## src/rtl/toggle_period_meter_pkg.sv

```systemverilog
// Shared definitions for the toggle period meter: default widths, the
// default abandon threshold and the measurement state encoding.
package toggle_period_meter_pkg;

   localparam int          TPM_W_DEFAULT       = 32;
   localparam logic [31:0] TPM_TIMEOUT_DEFAULT = 32'hFFFF_FFFE;

   typedef enum logic [1:0] {
      IDLE = 2'd0,
      ARM  = 2'd1,
      MEAS = 2'd2
   } tpm_state_e;

endpackage

```

## src/rtl/toggle_period_meter_edge_detect.sv

```systemverilog
// Edge detector for the toggle input: optional 2-flop synchronizer (TOGGLE_SYNC_EN),
// one history flop, and a pulse on every rising or falling transition.
module toggle_edge_detect (
   input  logic clk,
   input  logic rst,
   input  logic tog_in,
   output logic tog_edge
);

   logic tog_s;
   logic tog_q, tog_d;

`ifdef TOGGLE_SYNC_EN
   logic [1:0] sync_q, sync_d;

   assign sync_d = {sync_q[0], tog_in};
   assign tog_s  = sync_q[1];

   always_ff @(posedge clk or posedge rst) begin
      if (rst) sync_q <= '0;
      else     sync_q <= sync_d;
   end
`else
   assign tog_s = tog_in;
`endif

   assign tog_d = tog_s;

   // NOTE: flops take non-blocking assignments so every register samples
   // the pre-edge value of its neighbours, whatever the process order.
   always_ff @(posedge clk or posedge rst) begin
      if (rst) tog_q <= 1'b0;
      else     tog_q <= tog_d;
   end

   assign tog_edge = tog_s ^ tog_q;

endmodule

```

## src/rtl/toggle_period_meter.sv

```systemverilog
// Measures the clk-cycle spacing between edges of tog_in and reports it with the
// matching divider freq value over a valid/ack handshake. Define TOGGLE_SYNC_EN
// when tog_in is asynchronous to clk.
module toggle_period_meter
   import toggle_period_meter_pkg::*;
#(
   parameter int             W       = TPM_W_DEFAULT,
   parameter logic [W-1:0]   TIMEOUT = W'(TPM_TIMEOUT_DEFAULT)
) (
   input  logic         clk,
   input  logic         rst,
   input  logic         en,
   input  logic         tog_in,
   input  logic         meas_ack,
   output logic         meas_valid,
   output logic [W-1:0] meas_period,
   output logic [W-1:0] meas_freq,
   output logic         overrun,
   output logic         timeout
);

   localparam logic [W-1:0] ONE = W'(1);

   tpm_state_e   state_q, state_d;
   logic [W-1:0] cnt_q, cnt_d;
   logic [W-1:0] period_q, period_d;
   logic [W-1:0] freq_q, freq_d;
   logic         valid_q, valid_d;
   logic         overrun_q, overrun_d;
   logic         timeout_q, timeout_d;
   logic         tog_edge;
   logic         ack_take;

   toggle_edge_detect u_edge (
      .clk      (clk),
      .rst      (rst),
      .tog_in   (tog_in),
      .tog_edge (tog_edge)
   );

   assign ack_take = meas_ack & valid_q;

   always_comb begin
      // NOTE: every _d gets its hold value first so no path leaves it
      // unassigned and no latch is inferred.
      state_d   = state_q;
      cnt_d     = cnt_q;
      period_d  = period_q;
      freq_d    = freq_q;
      valid_d   = valid_q;
      overrun_d = overrun_q;
      timeout_d = 1'b0;

      if (ack_take) begin
         valid_d   = 1'b0;
         overrun_d = 1'b0;
      end

      if (!en) begin
         state_d = IDLE;
         cnt_d   = '0;
      end else begin
         unique case (state_q)
            IDLE: begin
               cnt_d   = '0;
               state_d = ARM;
            end
            ARM: begin
               if (tog_edge) begin
                  cnt_d   = '0;
                  state_d = MEAS;
               end
            end
            MEAS: begin
               if (tog_edge) begin
                  // cnt never exceeds TIMEOUT, so cnt+1 cannot wrap.
                  period_d = cnt_q + ONE;
                  freq_d   = cnt_q;
                  valid_d  = 1'b1;
                  cnt_d    = '0;
                  if (valid_q && !meas_ack) overrun_d = 1'b1;
               end else if (cnt_q == TIMEOUT) begin
                  timeout_d = 1'b1;
                  cnt_d     = '0;
                  state_d   = ARM;
               end else begin
                  cnt_d = cnt_q + ONE;
               end
            end
            default: begin
               cnt_d   = '0;
               state_d = IDLE;
            end
         endcase
      end
   end

   always_ff @(posedge clk or posedge rst) begin
      if (rst) begin
         state_q   <= IDLE;
         cnt_q     <= '0;
         period_q  <= '0;
         freq_q    <= '0;
         valid_q   <= 1'b0;
         overrun_q <= 1'b0;
         timeout_q <= 1'b0;
      end else begin
         state_q   <= state_d;
         cnt_q     <= cnt_d;
         period_q  <= period_d;
         freq_q    <= freq_d;
         valid_q   <= valid_d;
         overrun_q <= overrun_d;
         timeout_q <= timeout_d;
      end
   end

   assign meas_valid  = valid_q;
   assign meas_period = period_q;
   assign meas_freq   = freq_q;
   assign overrun     = overrun_q;
   assign timeout     = timeout_q;

endmodule

```

## config.mk

```make
export PLATFORM = sky130hd
export DESIGN_NAME = toggle_period_meter
export DESIGN_NICKNAME = d
export VERILOG_FILES = /design/src/rtl/toggle_period_meter_pkg.sv /design/src/rtl/toggle_period_meter_edge_detect.sv /design/src/rtl/toggle_period_meter.sv
export SDC_FILE = /design/constraint.sdc
export NUM_CORES = 1
export LEC_CHECK = 0
export ABC_AREA = 0
export CAP_MARGIN = 5
export CELL_PAD_IN_SITES_DETAIL_PLACEMENT = 1
export CELL_PAD_IN_SITES_GLOBAL_PLACEMENT = 1
export CORE_AREA = 5 5 108 110
export CTS_BUF_LIST = sky130_fd_sc_hd__clkbuf_4
export DETAILED_ROUTE_END_ITERATION = 10
export DIE_AREA = 0 0 113 115
export PLACE_DENSITY = 0.86
export SETUP_SLACK_MARGIN = 0.2
export SYNTH_ARGS = -nofsm -noshare
export SYNTH_HDL_FRONTEND = slang
export SYNTH_SLANG_ARGS = --single-unit
```

## constraint.sdc

```tcl
create_clock -name clk -period 10.4 [get_ports clk]
set_clock_uncertainty 0.2 [all_clocks]
set_input_delay 1.56 -clock clk [delete_from_list [all_inputs] [get_ports clk]]
set_output_delay 1.56 -clock clk [all_outputs]
set_load 0.05 [all_outputs]
```

; Word level (Yosys, flattened, before mapping)
; Cells that the tools add are included.
[classes]
add_sub_neg = 1
reduce_logical = 5
bitwise_logic = 2
n_mux = 23
eq_ne = 6
[op_table]
columns = cell, count
row1 = 32-bit 2-to-1 mux, 4
row2 = 32-bit case mux with 2 select lines, 1
row3 = "32-bit by 1-bit adder with 32-bit output, second input constant", 1
row4 = "32-bit equality test, second input constant", 1
row5 = 1-bit 2-to-1 mux, 13
row6 = "3-bit != test, second input constant", 3
row7 = 2-bit 2-to-1 mux, 4
row8 = 2-bit case mux with 3 select lines, 1
row9 = 3-bit AND reduction, 2
row10 = "2-bit by 1-bit equality test with 1-bit output, second input constant", 1
row11 = "2-bit equality test, second input constant", 1
row12 = 2-bit zero test, 1
row13 = 1-bit bitwise AND, 1
row14 = 1-bit logical AND, 1
row15 = 1-bit zero test, 1
row16 = 1-bit bitwise XOR, 1
[totals]
wordCells = 45
in_bits = 5
reg_bits = 102
output_inout_bits = 67

; Logic depth before layout (Yosys ltp)
; Gate-level depths: netlist of run 1.
[depth]
depth_word = 6
depth_mapped = 9
mapped_depth_nobuf = 7

; By module
; From an unflattened synthesis of run 1, not the netlist that was laid out.
[hier_totals]
hier_cells = 520
hier_area_um2 = 4869.7
[by_module_without_submodules]
columns = module, seq_area_each_um2, instances, cells_each, area_each_um2
row1 = toggle_period_meter, 2527.4, 1, 517, 4832.1
row2 = toggle_edge_detect, 25.0, 1, 3, 37.5

; Worst setup path after synthesis of run 1
; Ideal clock, no wire load.
[synth_timing]
path_type = input to register
from = input port tog_in
to = register cnt_q[19]
setup_time_ps = 69
arrival_time_ps = 2833
cell_stages = 6
path_buffers = 2
path_slack_ps = 7297
t_required_ps = 10131
cell_sequence = xor2_1 nor3_1 clkbuf_1 buf_1 nand2_1 nand3_1
[synth_between]
elab_chain_cells = 4
elab_cells_between_ends = 5
cone_classes = 1 x eq/ne / 3 x mux / 1 x bitwise
[synth_lines]
columns = item, line
row1 = "start, declared", toggle_period_meter.sv:13  ; input logic tog_in,
row2 = 1-bit bitwise XOR (*), toggle_period_meter_edge_detect.sv:36  ; assign tog_edge = tog_s ^ tog_q;
row3 = 32-bit 2-to-1 mux, toggle_period_meter.sv:75  ; if (tog_edge) begin
row4 = 32-bit case mux with 2 select lines, toggle_period_meter.sv:63  ; unique case (state_q)
row5 = 32-bit 2-to-1 mux, toggle_period_meter.sv:59  ; if (!en) begin
row6 = "end signal, assigned", toggle_period_meter.sv:109  ; cnt_q <= cnt_d;
row7 = "end, declared", toggle_period_meter.sv:25  ; logic [W-1:0] cnt_q, cnt_d;
; Mark *: on every way between the ends. The rest lies on a longest branch, timed or not.
; A chain may end at the register's enable or synchronous reset.

; Final worst setup path of run 1
[layout_timing]
from = input port en
to = register freq_q[19] (netlist: meas_freq[19])
[layout_between]
elab_chain_cells = 1
[layout_lines]
columns = item, line
row1 = "start, declared", toggle_period_meter.sv:12  ; input logic en,
row2 = 3-bit AND reduction (no line), -
row3 = "end signal, assigned", toggle_period_meter.sv:111  ; freq_q <= freq_d;
row4 = "end, declared", toggle_period_meter.sv:27  ; logic [W-1:0] freq_q, freq_d;
; Every way passes these cells.

==> qor.yml, run 1 <==
finish:
  multiInputGateArea_um2: 2110
  instances_no_fill: 674
  area_growth_pct: 18.3
  seq_area_um2: 2550
  postLayoutCellArea_um2: 5760
  nNetsFinal: 535
  fin_util_pct: 54.3
  drive_gt1_share_pct: 12.8
  fillers: 1181
worst_hold_path:
  holdPathStages: 1
  hold_path.class: "register to register"
clock_tree:
  clk_pin_slew_ns: 0.13
  postCtsSetupBuffers: 0
  cts.htree.levels: 3
  ctsHoldBuffers: 0
  clkLatencyLatePin_ns: 0.47
  cts_tree: "yes"
  clock_sinks: 102
  cts_buffer_depth: 2
  cts_resized: 0
  cts_buffers: 9
  root_buffer: "clkbuf_4"
yosys:
  netlist_top_cells_count: "dfrtp_1, nor2_1, a21oi_1"
  synth_area_leaders: "dfrtp_1, mux2_2, nor2_1"
  syn_area_um2: 4870
  synth_top_area_share_pct: 52.4
  async_flop_share_pct: 100
  syn-num-nets: 486
  syn_inst: 479
  synth_most_common_cell: "dfrtp_1"
  syn_avg_cell_area_um2: 10.2
  yosysTopAreaCell: "dfrtp_1"
  yosysWarnings: 0
  synth_edf_count: 0
  yosys_register_bits: 102
  synth-main-ff-cell: "dfrtp_1"
  seq_area_frac_synth_pct: 52.4
  synth.distinct_cells: 44
die:
  coreArea_um2: 10600
  fp.dieW_um: 113
  fp.dieH_um: 115
  die-area_um2: 13000
  start_util_pct: 45.9
  rows: 38
  io_pins: 72
place:
  portBuffers: 71
  place_area_um2: 5650
  hpwl_um: 7990
  gp_congestion: 0.808
  dp_cells: 657
timing:
  fin_crit_sh_pct: 33.5
  tns_ns: 0
  finalSetupViolCount: 0
  hold_viol_final: 0
  clock.fmax_mhz: 287
  maxSlewHeadroom_pct: 30.8
  worstMarginPinSlew_ns: 1.03
  slew_violations: 0
  rsz0062_at_grt: "false"
  period_minus_slack_ns: 3.49
setup_path:
  arrival_ns: 3.64
  required_ns: 10.55
  path_class: "primary input to register"
  slowest_stage: "buf_4"
  slowest_delay_ns: 0.71
  worstPathMaxFanout: 97
  crit_chain: "clkdlybuf4s50_1 -> nand3b_1 -> nor2_4 -> buf_4 -> mux2_2"
  crit_cells: 5
  reg2reg_depth: 6
  start_kind: "primary input"
  path_buf_inv: 2
  cp-end-kind: "register"
  cp_top_family: "buffers and inverters"
power_and_ir_drop:
  leakagePower_nw: 2.36
  pwr_density_cell_nw_per_um2: 195
  max-vdd-ir-drop_mv: 0.103
global_routing:
  grt_pass1_vias: 4035
  grt_pass1_wl_um: 20300
  antenna_found_initial: 1
  grt_max_degree: 98
  grt_usage_pct: 19.2
  overflow: 0
detailed_routing:
  drt_iter0_drc: 206
  viasPerCell: 5.67
  wl_um: 11800
  dr.pass1.iters: 4
  drtAntennaViolNets: 0
  wire_per_inst_um: 17.5
  drc: 0
  vias: 3819
flow_run:
  drv_cap: 0
outcome:
  outcome: "finished clean"
-- flip-flops by register name, summed over array words and instances (netlist names), named ones only --
register and flops:
meas_valid 1, cnt_q 32, meas_period 32, timeout 1, meas_freq 32, u_edge.tog_q 1, state_q 2
-- per-stage QoR --
stage          hold slack, ns  total power, mW  setup slack (ns)
2_1_floorplan           0.300            0.793              5.96
3_3_place_gp            0.289            0.942              6.54
3_5_place_dp            0.295            0.951              6.45
4_1_cts                 0.328             1.14              6.91
5_1_grt                 0.341             1.18              6.85
6_report                0.322             1.12              6.91
-- cell type report --
type	instances	area share, %
Sequential cell	102	44.3
Tap cell	140	3.04
Clock inverter	3	0.196
Timing Repair Buffer	77	13.1
Multi-Input combinational cell	323	36.6
Inverter	15	1.02
Antenna cell	1	0.0434
Clock buffer	13	1.69
-- layer usage --
metal,share of wire [%],global-route usage [%]
met1,45,25.8
met2,51,31.8
met3,3.2,2.53
met4,1.6,7.69
met5,0,0
-- kinds of logic after synthesis --
logic type                 Yosys count  synth area share, %
xor gates and xnor gates            31                 5.58
muxes                               38                 8.63
buffers and inverters               54                 4.65
and+or+nand+nor                    174                 18.5
DFF                                102                 52.4
AOI/OAI and AO/OA                   78                 9.71
adders and majority gates            2                0.514
-- where the power goes --
| part | switching, mW | internal (mW) |
|---|---|---|
| logic | 0.302 | 0.140 |
| clock network | 0.128 | 0.0582 |
| registers | 0.0367 | 0.459 |
| total | 0.467 | 0.657 |
-- path summary, 6_finish.rpt --
path | from | slack (ns) | to
worst max-delay path | en | 6.91 | meas_freq[19]
worst min-delay path | meas_freq[28] | 0.32 | meas_freq[28]
worst max register to register | cnt_q[0] | 7.52 | cnt_q[22]
worst min register to register | meas_freq[28] | 0.32 | meas_freq[28]
max in group asynchronous | rst | 7.54 | meas_period[17]
min in group asynchronous | rst | 1.23 | meas_period[6]
-- layout by cell type, fill, tap and decap left out, types with 6 or more instances in the layout --
cell	synthesis	final
xnor2_1	17	17
inv_1	15	14
o21ai_0	11	11
mux2i_1	6	6
nor2_1	52	50
nand3_1	29	29
xor2_1	14	14
mux2_2	32	32
dfrtp_1	102	102
or3_1	13	13
clkbuf_4	0	13
nand2_1	29	29
a31oi_1	12	12
nand4_1	20	20
clkdlybuf4s50_1	0	71
buf_4	1	6
a21oi_1	35	35
Power figures use the tool's default switching activity.
==> inputs of run 2 (changes only) <==
--- a/config.mk
+++ b/config.mk
@@ -9,11 +9,11 @@
 export CAP_MARGIN = 5
 export CELL_PAD_IN_SITES_DETAIL_PLACEMENT = 1
 export CELL_PAD_IN_SITES_GLOBAL_PLACEMENT = 1
-export CORE_AREA = 5 5 108 110
+export CORE_AREA = 5 5 112 114
 export CTS_BUF_LIST = sky130_fd_sc_hd__clkbuf_4
 export DETAILED_ROUTE_END_ITERATION = 10
-export DIE_AREA = 0 0 113 115
-export PLACE_DENSITY = 0.86
+export DIE_AREA = 0 0 117 119
+export PLACE_DENSITY = 0.81
 export SETUP_SLACK_MARGIN = 0.2
 export SYNTH_ARGS = -nofsm -noshare
 export SYNTH_HDL_FRONTEND = slang
==> constraint.sdc (replaced) <==
create_clock -name clk -period 3.5 [get_ports clk]
set_clock_uncertainty 0.2 [all_clocks]
set_input_delay 0.525 -clock clk [delete_from_list [all_inputs] [get_ports clk]]
set_output_delay 0.525 -clock clk [all_outputs]
set_load 0.05 [all_outputs]
==> run 2 against run 1 <==
  * Final area rose by 1.0%
  * Power rose to 3.0 times the previous value
  * Sequential power rose to 3.0 times the previous value
  * Non-clock buffer count up 1
  * Die area is 7.1% higher
  * First-iteration DRC count shrank 14%
  * Via count is 1.4% lower
  * Sequential share of layout area is 0.45 points lower
  * Clock power rose to 3.3 times the previous value
  * Core utilization down 2.9 points
  * Worst setup slack got worse by 6.0 ns
  * Critical path depth is 2 higher
  * Largest cell class unchanged
==> qor.yml, run 2 (synthesized netlist as in run 1, its figures left out) <==
setup_path:
  required_ns: 3.68
  start_kind: "register"
  path_class: "register to register"
  worstPathMaxFanout: 8
  arrival_ns: 2.74
  cp-end-kind: "register"
global_routing:
  overflow: 0
  grt_usage_pct: 18.3
  grt_pass1_wl_um: 20600
  grt_pass1_vias: 3993
  grt_max_degree: 103
  antenna_found_initial: 0
clock_tree:
  cts.htree.levels: 3
  cts_tree: "yes"
  postCtsSetupBuffers: 0
  clk_pin_slew_ns: 0.15
  ctsHoldBuffers: 0
  root_buffer: "clkbuf_4"
  cts_buffers: 9
  cts_resized: 0
  clkLatencyLatePin_ns: 0.48
  clock_sinks: 102
  cts_buffer_depth: 2
power_and_ir_drop:
  max-vdd-ir-drop_mv: 0.427
  leakagePower_nw: 2.39
  pwr_density_cell_nw_per_um2: 588
  design_power_total_mw: 3.42
timing:
  tns_ns: 0
  timing.final.ws_setup_ns: 0.947
  finalSetupViolCount: 0
  holdWs_ns: 0.322
  maxSlewHeadroom_pct: 49.4
  rsz0062_at_grt: "false"
  clock.fmax_mhz: 392
  period_minus_slack_ns: 2.55
  hold_viol_final: 0
  worstMarginPinSlew_ns: 0.754
  slew_violations: 0
  fin_crit_sh_pct: 72.9
detailed_routing:
  viasPerCell: 5.56
  drc: 0
  dr.pass1.iters: 4
  drt_iter0_drc: 177
  wl_um: 12100
  drtAntennaViolNets: 0
  wire_per_inst_um: 17.8
  vias: 3767
finish:
  fillers: 1317
  area_growth_pct: 19.5
  nNetsFinal: 536
  mostFrequentLayoutCells: "dfrtp_1, clkdlybuf4s50_1, nor2_1"
  num_antenna_cells: 0
  drive_gt1_share_pct: 13.5
  final_common_cell: "dfrtp_1"
die:
  io_pins: 72
  fp.dieW_um: 117
  coreArea_um2: 11300
  start_util_pct: 43.0
  fp.dieH_um: 119
  rows: 39
  die-area_um2: 13900
place:
  hpwl_um: 8150
  portBuffers: 71
  gp_congestion: 0.750
  place_ws_ns: 0.685
outcome:
  outcome: "finished clean"
worst_hold_path:
  hold_path.class: "register to register"
flow_run:
  drv_cap: 0
==> run 2: cell types whose count changed in the layout (fill, tap and decap cells not counted), sizes merged <==
cell      change
buf           +1
bufinv        +1
clkbuf        -2
clkinv        +1
clkinvlp      +1
diode         -1
inv           -1
==> run 2: cell type report <==
type | instances | area, um^2 | share of cell area (%)
clock buffer | 11 | 82.6 | 1.42
clock inverter | 5 | 50.0 | 0.860
inverter | 15 | 60.1 | 1.03
multi-input combinational | 323 | 2110 | 36.2
sequential | 102 | 2550 | 43.9
tap | 143 | 179 | 3.08
timing repair buffer | 78 | 788 | 13.5
==> run 2: where the power goes <==
part	leakage, nW	switching (mW)	internal, mW
registers	1.36	0.112	1.36
logic	0.945	0.903	0.417
clock network	0.0804	0.395	0.230
==> run 2: routing by layer <==
metal / up-vias / GRT usage [%] / wire length, um
li1: 1781 / - / -
met4: 0 / 4.59 / 111
met5: - / 0 / 0
met2: 76 / 29.2 / 5980
met3: 11 / 3.25 / 559
met1: 1899 / 25.7 / 5430
==> run 2: stage by stage <==
step	instance area [um^2]	std cells	utilization, %
after floorplan	4870	479	-
after global placement	5690	661	50.2
after detailed placement	5690	661	50.2
after CTS	5820	677	51.4
after global routing	5820	677	51.4
final	5820	677	51.4
==> run 2: worst paths after layout <==
| check | start | to | slack, ns | cells past startpoint |
|---|---|---|---|---|
| setup / recovery | cnt_q[0] | cnt_q[22] | 0.95 | 7 |
| hold / removal | meas_freq[31] | meas_freq[31] | 0.32 | 1 |
| setup reg to reg | cnt_q[0] | cnt_q[22] | 0.95 | 7 |
| hold reg to reg | meas_freq[31] | meas_freq[31] | 0.32 | 1 |
| max in group asynchronous | rst | meas_period[31] | 2.35 | 3 |
| min in group asynchronous | rst | meas_freq[15] | 0.33 | 3 |
==> run 2: critical path, cell delays in order (launching register included) <==
cell	delay [ns]
dfrtp_1	0.52
ha_1	0.31
nand3_1	0.19
nor4_2	0.32
buf_4	0.24
nand4_1	0.21
a31o_2	0.30
a22o_1	0.18
